### src/rtl/reg_file_sb_if.sv
// Bus bundle for reg_file_sb: read ports, both write ports, reservation and scoreboard status.
// The master modport drives requests; the slave modport is the register file side.
interface reg_file_sb_if #(
  parameter int unsigned BITS = 16,
  parameter int unsigned N    = 3
);
  logic [N-1:0]      RA1;
  logic [N-1:0]      RA2;
  logic [BITS-1:0]   RD1;
  logic [BITS-1:0]   RD2;
  logic              RB1;
  logic              RB2;
  logic [N-1:0]      WA3;
  logic [BITS-1:0]   WD3;
  logic              WE3;
  logic [N-1:0]      WA4;
  logic [BITS-1:0]   WD4;
  logic              WE4;
  logic [N-1:0]      RSV_A;
  logic              RSV_EN;
  logic              RSV_GNT;
  logic [(1<<N)-1:0] PEND;
  logic              ERR;

  modport master (
    output RA1, RA2, WA3, WD3, WE3, WA4, WD4, WE4, RSV_A, RSV_EN,
    input  RD1, RD2, RB1, RB2, RSV_GNT, PEND, ERR
  );

  modport slave (
    input  RA1, RA2, WA3, WD3, WE3, WA4, WD4, WE4, RSV_A, RSV_EN,
    output RD1, RD2, RB1, RB2, RSV_GNT, PEND, ERR
  );
endinterface

### src/rtl/reg_file_sb.sv
// Two-read, two-write register file with a per-register pending scoreboard and sticky ERR.
// Optional write-to-read forwarding is enabled by defining REG_FILE_BYPASS_EN.
module reg_file_sb #(
  parameter int unsigned BITS = 16,
  parameter int unsigned N    = 3
) (
  input logic          clk,
  input logic          rst,
  reg_file_sb_if.slave bus
);
  localparam int unsigned Depth = 1 << N;

  logic [BITS-1:0]  mem_q [Depth];
  logic [BITS-1:0]  mem_d [Depth];
  logic [Depth-1:0] pend_q, pend_d;
  logic             err_q, err_d;
  logic             rsv_gnt;
  logic             wr4_hits_rsv;
  logic             wr3_superseded;

  assign wr4_hits_rsv   = bus.WE4 && (bus.WA4 == bus.RSV_A);
  assign rsv_gnt        = bus.RSV_EN && (!pend_q[bus.RSV_A] || wr4_hits_rsv);
  // A port-3 write overridden by a same-address port-4 completion never reaches the array.
  assign wr3_superseded = bus.WE4 && (bus.WA4 == bus.WA3);

  always_comb begin
    mem_d = mem_q;
    if (bus.WE3) mem_d[bus.WA3] = bus.WD3;
    if (bus.WE4) mem_d[bus.WA4] = bus.WD4;
  end

  // Reservation set is applied after the port-4 clear so it wins on the same address.
  always_comb begin
    pend_d = pend_q;
    if (bus.WE4) pend_d[bus.WA4] = 1'b0;
    if (rsv_gnt) pend_d[bus.RSV_A] = 1'b1;
  end

  always_comb begin
    err_d = err_q;
    if (bus.WE3 && pend_q[bus.WA3] && !wr3_superseded) err_d = 1'b1;
    if (bus.WE4 && !pend_q[bus.WA4])                  err_d = 1'b1;
    if (bus.RSV_EN && !rsv_gnt)                       err_d = 1'b1;
  end

  always_ff @(posedge clk) begin
    if (rst) begin
      for (int i = 0; i < Depth; i++) mem_q[i] <= '0;
      pend_q <= '0;
      err_q  <= 1'b0;
    end else begin
      mem_q  <= mem_d;
      pend_q <= pend_d;
      err_q  <= err_d;
    end
  end

`ifdef REG_FILE_BYPASS_EN
  always_comb begin
    if (bus.WE4 && (bus.WA4 == bus.RA1))      bus.RD1 = bus.WD4;
    else if (bus.WE3 && (bus.WA3 == bus.RA1)) bus.RD1 = bus.WD3;
    else                                      bus.RD1 = mem_q[bus.RA1];

    if (bus.WE4 && (bus.WA4 == bus.RA2))      bus.RD2 = bus.WD4;
    else if (bus.WE3 && (bus.WA3 == bus.RA2)) bus.RD2 = bus.WD3;
    else                                      bus.RD2 = mem_q[bus.RA2];

    bus.RB1 = pend_q[bus.RA1];
    if (bus.WE4 && (bus.WA4 == bus.RA1)) bus.RB1 = rsv_gnt && (bus.RSV_A == bus.RA1);
    bus.RB2 = pend_q[bus.RA2];
    if (bus.WE4 && (bus.WA4 == bus.RA2)) bus.RB2 = rsv_gnt && (bus.RSV_A == bus.RA2);
  end
`else
  always_comb begin
    bus.RD1 = mem_q[bus.RA1];
    bus.RD2 = mem_q[bus.RA2];
    bus.RB1 = pend_q[bus.RA1];
    bus.RB2 = pend_q[bus.RA2];
  end
`endif

  assign bus.RSV_GNT = rsv_gnt;
  assign bus.PEND    = pend_q;
  assign bus.ERR     = err_q;
endmodule
### src/flat_wrapper.sv
// flat-port wrapper written by rule: the top's interface ports become plain ports
module reg_file_sb_flat 
#(
  parameter int unsigned BITS = 16,
  parameter int unsigned N    = 3
)
  (clk, rst, bus_RA1, bus_RA2, bus_WA3, bus_WD3, bus_WE3, bus_WA4, bus_WD4, bus_WE4, bus_RSV_A, bus_RSV_EN, bus_RD1, bus_RD2, bus_RB1, bus_RB2, bus_RSV_GNT, bus_PEND, bus_ERR);
  reg_file_sb_if #(.BITS(BITS), .N(N)) bus_i ();
  input logic clk;
  input logic rst;
  input wire logic [$bits(bus_i.RA1)-1:0] bus_RA1;
  input wire logic [$bits(bus_i.RA2)-1:0] bus_RA2;
  input wire logic [$bits(bus_i.WA3)-1:0] bus_WA3;
  input wire logic [$bits(bus_i.WD3)-1:0] bus_WD3;
  input wire logic [$bits(bus_i.WE3)-1:0] bus_WE3;
  input wire logic [$bits(bus_i.WA4)-1:0] bus_WA4;
  input wire logic [$bits(bus_i.WD4)-1:0] bus_WD4;
  input wire logic [$bits(bus_i.WE4)-1:0] bus_WE4;
  input wire logic [$bits(bus_i.RSV_A)-1:0] bus_RSV_A;
  input wire logic [$bits(bus_i.RSV_EN)-1:0] bus_RSV_EN;
  output wire logic [$bits(bus_i.RD1)-1:0] bus_RD1;
  output wire logic [$bits(bus_i.RD2)-1:0] bus_RD2;
  output wire logic [$bits(bus_i.RB1)-1:0] bus_RB1;
  output wire logic [$bits(bus_i.RB2)-1:0] bus_RB2;
  output wire logic [$bits(bus_i.RSV_GNT)-1:0] bus_RSV_GNT;
  output wire logic [$bits(bus_i.PEND)-1:0] bus_PEND;
  output wire logic [$bits(bus_i.ERR)-1:0] bus_ERR;
  assign bus_i.RA1 = bus_RA1;
  assign bus_i.RA2 = bus_RA2;
  assign bus_i.WA3 = bus_WA3;
  assign bus_i.WD3 = bus_WD3;
  assign bus_i.WE3 = bus_WE3;
  assign bus_i.WA4 = bus_WA4;
  assign bus_i.WD4 = bus_WD4;
  assign bus_i.WE4 = bus_WE4;
  assign bus_i.RSV_A = bus_RSV_A;
  assign bus_i.RSV_EN = bus_RSV_EN;
  assign bus_RD1 = bus_i.RD1;
  assign bus_RD2 = bus_i.RD2;
  assign bus_RB1 = bus_i.RB1;
  assign bus_RB2 = bus_i.RB2;
  assign bus_RSV_GNT = bus_i.RSV_GNT;
  assign bus_PEND = bus_i.PEND;
  assign bus_ERR = bus_i.ERR;
  reg_file_sb #(.BITS(BITS), .N(N)) u_core (.clk(clk), .rst(rst), .bus(bus_i));
endmodule
### config.mk
export PLATFORM = sky130hd
export DESIGN_NAME = reg_file_sb_flat
export DESIGN_NICKNAME = d
export VERILOG_FILES = /design/src/rtl/reg_file_sb_if.sv /design/src/rtl/reg_file_sb.sv /design/src/flat_wrapper.sv
export SDC_FILE = /design/constraint.sdc
export NUM_CORES = 1
export LEC_CHECK = 0
export CAP_MARGIN = 20
export CORE_MARGIN = 2
export CORE_UTILIZATION = 30
export DETAILED_ROUTE_END_ITERATION = 6
export HOLD_SLACK_MARGIN = 0.05
export PLACE_DENSITY = 0.53
export SETUP_SLACK_MARGIN = 0.2
export SYNTH_ARGS = -nofsm -noshare
export SYNTH_HDL_FRONTEND = slang
export SYNTH_SLANG_ARGS = --single-unit
### constraint.sdc
create_clock -name clk -period 2.1 [get_ports clk]
set_input_delay 0.21 -clock clk [delete_from_list [all_inputs] [get_ports clk]]
set_output_delay 0.21 -clock clk [all_outputs]
set_load 0.05 [all_outputs]
==> results of run 1 <==
[stage by stage]
stage / utilization [%] / std cells / worst slack [ns]
2_1_floorplan: - / 823 / 0.282
3_3_place_gp: 35.8 / 1232 / 0.113
3_5_place_dp: 35.8 / 1232 / 0.146
4_1_cts: 39.0 / 1265 / 0.0907
5_1_grt: 39.6 / 1268 / 0.140
6_report: 39.6 / 1268 / 0.175
[layout make-up]
class / count / area [um2]
inverters: 4 / 15.0
flip-flops and latches: 137 / 2830
clock buffers: 20 / 457
repair buffers: 148 / 1770
multi-input cells: 569 / 5400
clock inverters: 12 / 125
fillers: 2714 / 16900
well taps: 378 / 473
[report_power, final]
part | total, mW | internal, mW | switching [mW]
clock | 3.01 | 1.80 | 1.21
combinational | 1.47 | 0.692 | 0.782
sequential | 2.84 | 2.74 | 0.100
[cells by family (layout without fill, tap and decap cells)]
kind of cell,count (synthesis),count (layout)
xor+xnor,6,6
flops,137,137
compound gates,152,152
simple gates,175,175
buf+inv,117,184
mux,236,236
[registers in the layout, indices dropped and copies added (netlist names)]
register         count
u_core.mem_q       128
u_core.bus.ERR       1
u_core.bus.PEND      8
[per-layer routing]
metal | GRT usage [%] | wire [um] | vias up
met5 | 0 | 0 | -
met4 | 6.32 | 593 | 0
met3 | 2.92 | 1250 | 40
met2 | 32.0 | 14100 | 182
met1 | 25.3 | 12600 | 3490
li1 | - | - | 3226
[worst paths after layout]
check	to	slack, ns	cells after the start
min	u_core.bus.PEND[4]$_SDFF_PP0_	0.31	3
max	bus_RB1	0.17	3
min reg2reg	u_core.bus.PEND[3]$_SDFF_PP0_	0.54	2
max reg2reg	u_core.bus.PEND[5]$_SDFF_PP0_	0.51	8
[cell usage in the layout (no fill, tap or decap), types with 6 or more instances in the layout]
| cell type | instances |
|---|---|
| buf_4 | 32 |
| mux2i_1 | 132 |
| dfxtp_1 | 77 |
| nand3_1 | 7 |
| mux4_2 | 68 |
| mux2_4 | 32 |
| buf_6 | 8 |
| dfxtp_2 | 55 |
| buf_8 | 25 |
| nand3b_1 | 10 |
| dlymetal6s2s_1 | 6 |
| o31ai_1 | 6 |
| a211oi_1 | 128 |
| xnor2_1 | 6 |
| clkbuf_16 | 17 |
| buf_12 | 24 |
| clkdlybuf4s50_1 | 45 |
| nor2_1 | 130 |
[critical path: stages, from the launching register on]
cell and delay [ns]:
dfxtp_4 0.38, mux4_2 0.45, mux2_4 0.30, buf_8 0.15
[timing repair]
action                     4_1_cts  5_1_grt
pin swaps                        0        1
buffers inserted                 1        3
hold endpoints to repair         0        0
setup endpoints to repair       43       37
gates cloned                     0        0
gates resized for setup        103       70
==> impl_metrics.csv, run 1 <==
group,metric,value,unit
synth,muxShareOfSynthArea,38.1,%
route,wl_per_cell,22.5,um
synth,synth_top_area_share,32.1,%
layout,antenna_cells,0,
timing,fin_worst_skew,0.00279,ns
run_status,status,"finished clean",
setup_path,cp-end-kind,"output pin",
route,drt-initial-drc-count,469,
setup_path,path_max_fanout,7,
layout,final_nets,929,
synth,yosysTopAreaCell,"dfxtp_1",
clock_network,path_clk_slew,0.06,ns
synth,synth.distinct_cells,40,
synth,synthTopCellsByArea,"dfxtp_1 32%, mux4_2 18%, mux2i_1 15%, a211oi_1 11%, nor2_1 5.7%",
layout,syn_to_final_growth,29.6,%
pwr,p_leak,4.36,nW
clock_network,cts-root-buf,"clkbuf_16",
timing,period_needed,1.93,ns
synth,synthAdderAreaFrac,0,%
clock_network,cts_max_path_buffers,2,
global_route,grt_pass1_wl,43800,um
synth,synth_top_family_by_area,"multiplexers",
run,cap_viol_max_count,0,
clock_network,h-tree-depth,4,
min_path,hold_path_class,"in2reg",
clock_network,clk_latency,0.43,ns
floorplanning,core_area,0.0279,mm2
timing,hold_slack,0.313,ns
min_path,worstHoldStart,"bus_RSV_A[2]",
clock_network,clock_sinks,137,
setup_path,crit_arrival,1.72,ns
pwr,fin_total_pwr,7.32,mW
timing,relSlewSlack,60.3,%
synth,synth_common_cells,"137 x dfxtp_1, 132 x mux2i_1, 130 x nor2_1",
route,ant_nets,0,
timing,rsz0062_at_grt,"yes",
pwr,p_per_area,661,mW/mm2
place,hpwlAfterDp,18300,um
floorplanning,die-area,0.0298,mm2
layout,final_layout_size_suffix_gt1_share,33.5,%
global_route,overflow,0,
timing,fin_tns_setup,0,ns
setup_path,worstReg2RegStart,"u_core.bus.PEND[3]$_SDFF_PP0_",
place,dpl-instance-area,0.0100,mm2
synth,synth-simple-area-share,9.59,%
route,vias_per_cell,5.47,
timing,tightest_slew,0.596,ns
setup_path,worstSetupPathType,"reg2out",
floorplanning,ios,96,
global_route,grt_max_degree,50,
place,io_buffers,95,
synth,synth_compound_area_share,13.3,%
synth,synth_xor_area_share,0.615,%
global_route,antenna_found_initial,0,
layout,fin_area,0.0111,mm2
route,wl,28500,um
place,routabilityCongestion,0.772,
global_route,grt_pass1_vias,6965,
synth,yosysMostFrequentCell,"dfxtp_1",
timing,max_freq,519,MHz
synth,yosysWarnings,0,
timing,slew_violations,0,
route,drc_errors,0,
route,firstDrtPassIters,5,
clock_network,cts_tree,"done",
floorplanning,start_util,30.6,%
floorplanning,rows,61,
global_route,gr-usage-all-layers,19.1,%
synth,async_reset_ff_share,0,%
timing,setup_viol,0,
timing,fin_crit_sh,91.7,%
clock_network,hold_buffers,0,
setup_path,critPathLaunch,"u_core.bus.PEND[2]$_SDFF_PP0_",
synth,synth_enable_flop_cells,0,
synth,ys_seq_elements,137,
timing,hold_viol_final,0,
clock_network,cts_buffers,17,
setup_path,start_kind,"flop",
floorplanning,die_w,173,um
synth,syn_avg_cell_area,10.4,um2
synth,synth_cells,823,
synth,syn_nets,875,
synth,synth_area,0.00854,mm2
setup_path,cp.required,1.89,ns
pwr,ir_drop,0.411,mV
synth,yosys_most_used_dff,"dfxtp_1",
floorplanning,die_h,173,um
synth,seq_area_frac_synth,32.1,%
route,num_vias,6938,
Power figures use the tool's default switching activity.
==> inputs of run 2 (changes only) <==
Settings changed: REMOVE_ABC_BUFFERS from default to 1, SKIP_LAST_GASP from default to 1, SLEW_MARGIN from default to 20.
==> impl_metrics.csv, run 2 (synthesis results as in run 1) <==
group,metric,value,unit
run_status,status,"finished clean",
layout,largest-register,"u_core.mem_q",
global_route,grt_pass1_vias,6911,
global_route,grt_max_degree,68,
timing,setup_viol,0,
timing,slew_violations,0,
min_path,worstHoldStart,"bus_RSV_A[2]",
clock_network,path_clk_slew,0.06,ns
run,cap_viol_max_count,0,
timing,fin_crit_sh,92.6,%
route,drc_errors,0,
clock_network,cts_tree,"done",
pwr,p_leak,4.40,nW
floorplanning,start_util,30.6,%
pwr,p_per_area,696,mW/mm2
layout,seqCellArea,0.00280,mm2
floorplanning,die_w,173,um
setup_path,worstSetupPathType,"reg2out",
timing,max_freq,514,MHz
route,drt-initial-drc-count,521,
floorplanning,die-area,0.0298,mm2
setup_path,crit_arrival,1.74,ns
timing,hold_slack,0.273,ns
setup_path,start_kind,"flop",
setup_path,worst-path-buf-inv,1,
pwr,fin_total_pwr,7.77,mW
layout,layout_common_cells,"132 x mux2i_1, 130 x nor2_1, 128 x a211oi_1",
global_route,grt_pass1_wl,42500,um
setup_path,crit_slowest_cell,"mux4_2",
clock_network,clk_latency,0.43,ns
route,wl_per_cell,22.0,um
setup_path,worstReg2RegStart,"u_core.bus.PEND[1]$_SDFF_PP0_",
layout,final_common_cell,"mux2i_1",
global_route,overflow,0,
place,io_buffers,95,
layout,syn_to_final_growth,30.8,%
timing,rsz0062_at_grt,"yes",
layout,num-fill-cells,2719,
route,ant_nets,0,
timing,period_needed,1.95,ns
layout,final_layout_size_suffix_gt1_share,30.5,%
clock_network,clock_sinks,137,
setup_path,cp_cell_sequence,"mux4_2 > mux2_4 > buf_6",
setup_path,cp_top_family,"multiplexers",
route,wl,27800,um
min_path,hold_path_end,"u_core.bus.PEND[7]$_SDFF_PP0_",
layout,largest_reg_flops,128,
setup_path,cp-end-kind,"output pin",
setup_path,cp.required,1.89,ns
min_path,hold_path_class,"in2reg",
place,routabilityCongestion,0.760,
setup_path,max_stage_delay,0.48,ns
timing,tightest_slew,0.819,ns
timing,layout_setup_ws,0.154,ns
route,vias_per_cell,5.43,
layout,multi_input_area,0.00538,mm2
clock_network,cts_buffers,17,
setup_path,regToRegSetupSlack,0.65,ns
clock_network,cts-root-buf,"clkbuf_16",
floorplanning,rows,61,
timing,fin_worst_skew,0.00753,ns
clock_network,hold_buffers,0,
place,post-place-ws,0.109,ns
layout,fin_area,0.0112,mm2
floorplanning,core_area,0.0279,mm2
timing,relSlewSlack,45.4,%
place,hpwlAfterDp,16900,um
floorplanning,die_h,173,um
clock_network,cts_max_path_buffers,2,
layout,final_nets,924,
global_route,antenna_found_initial,0,
timing,hold_viol_final,0,
floorplanning,ios,96,
setup_path,path_max_fanout,7,
layout,final_util,40.0,%
setup_path,worstRegToRegCells,5,
clock_network,h-tree-depth,4,
min_path,hold_depth,3,
pwr,ir_drop,0.555,mV
layout,antenna_cells,0,
route,firstDrtPassIters,5,
place,dpl-instance-area,0.0102,mm2
setup_path,worstReg2RegEnd,"u_core.bus.PEND[5]$_SDFF_PP0_",
global_route,gr-usage-all-layers,18.6,%
route,num_vias,6861,
run 2: cell types whose count changed in the layout (fill, tap and decap cells not counted), moves of 3 or more:
cell       before  now
dfxtp_2        55   37
buf_12         24   41
mux2_2          4    7
mux2_4         32   29
dfxtp_1        77   97
buf_6           8   13
buf_8          25    9
buf_4          32   21
bufinv_16       2    6
run 2: final cells by class:
class	instances	share of cell area, %
clock inverters	12	1.97
inverters	4	0.134
repair buffers	143	16.5
well taps	378	4.23
multi-input cells	569	48.1
flip-flops and latches	137	25.1
clock buffers	20	4.00
run 2: worst max-delay path by stage:
stage,from,endpoint,slack (ns),cells after the start
floorplan,bus_WA3[0],u_core.mem_q[80]$_SDFF_PP0_,-0.62,4
global placement,bus_RSV_A[1],bus_RSV_GNT,0.16,6
detailed placement,bus_RSV_A[1],bus_RSV_GNT,0.11,6
CTS,u_core.bus.PEND[3]$_SDFF_PP0_,bus_RB1,0.15,3
global route,u_core.bus.PEND[3]$_SDFF_PP0_,bus_RB2,0.12,3
finish,u_core.bus.PEND[3]$_SDFF_PP0_,bus_RB1,0.15,3
run 2: report_power, final:
part	internal (mW)	switching, mW	leakage, nW
registers	2.73	0.0957	1.14
clock network	2.26	1.21	0.324
logic	0.707	0.772	2.94
run 2: worst reg2reg max path, cell delays in order (launching register included):
cell      delay (ns)
dfxtp_4         0.39
inv_1           0.05
o311ai_1        0.26
a21oi_1         0.14
o211ai_1        0.34
o31ai_1         0.11
run 2: layer usage:
metal	GRT usage, %	routed length, um
met4	4.63	361
met2	32.4	14100
met3	3.30	954
met1	23.9	12300
met5	0	0
run 2: through the flow:
stage | TNS, ns | cells
after floorplan | -9.88 | 710
after global placement | 0 | 1229
after detailed placement | 0 | 1229
after CTS | 0 | 1262
after global routing | 0 | 1263
final | 0 | 1263
run 2: timing repair:
| item | in CTS | in global routing |
|---|---|---|
| setup buffers | 1 | 1 |
| setup endpoints to repair | 36 | 37 |
| gates resized for setup | 49 | 65 |
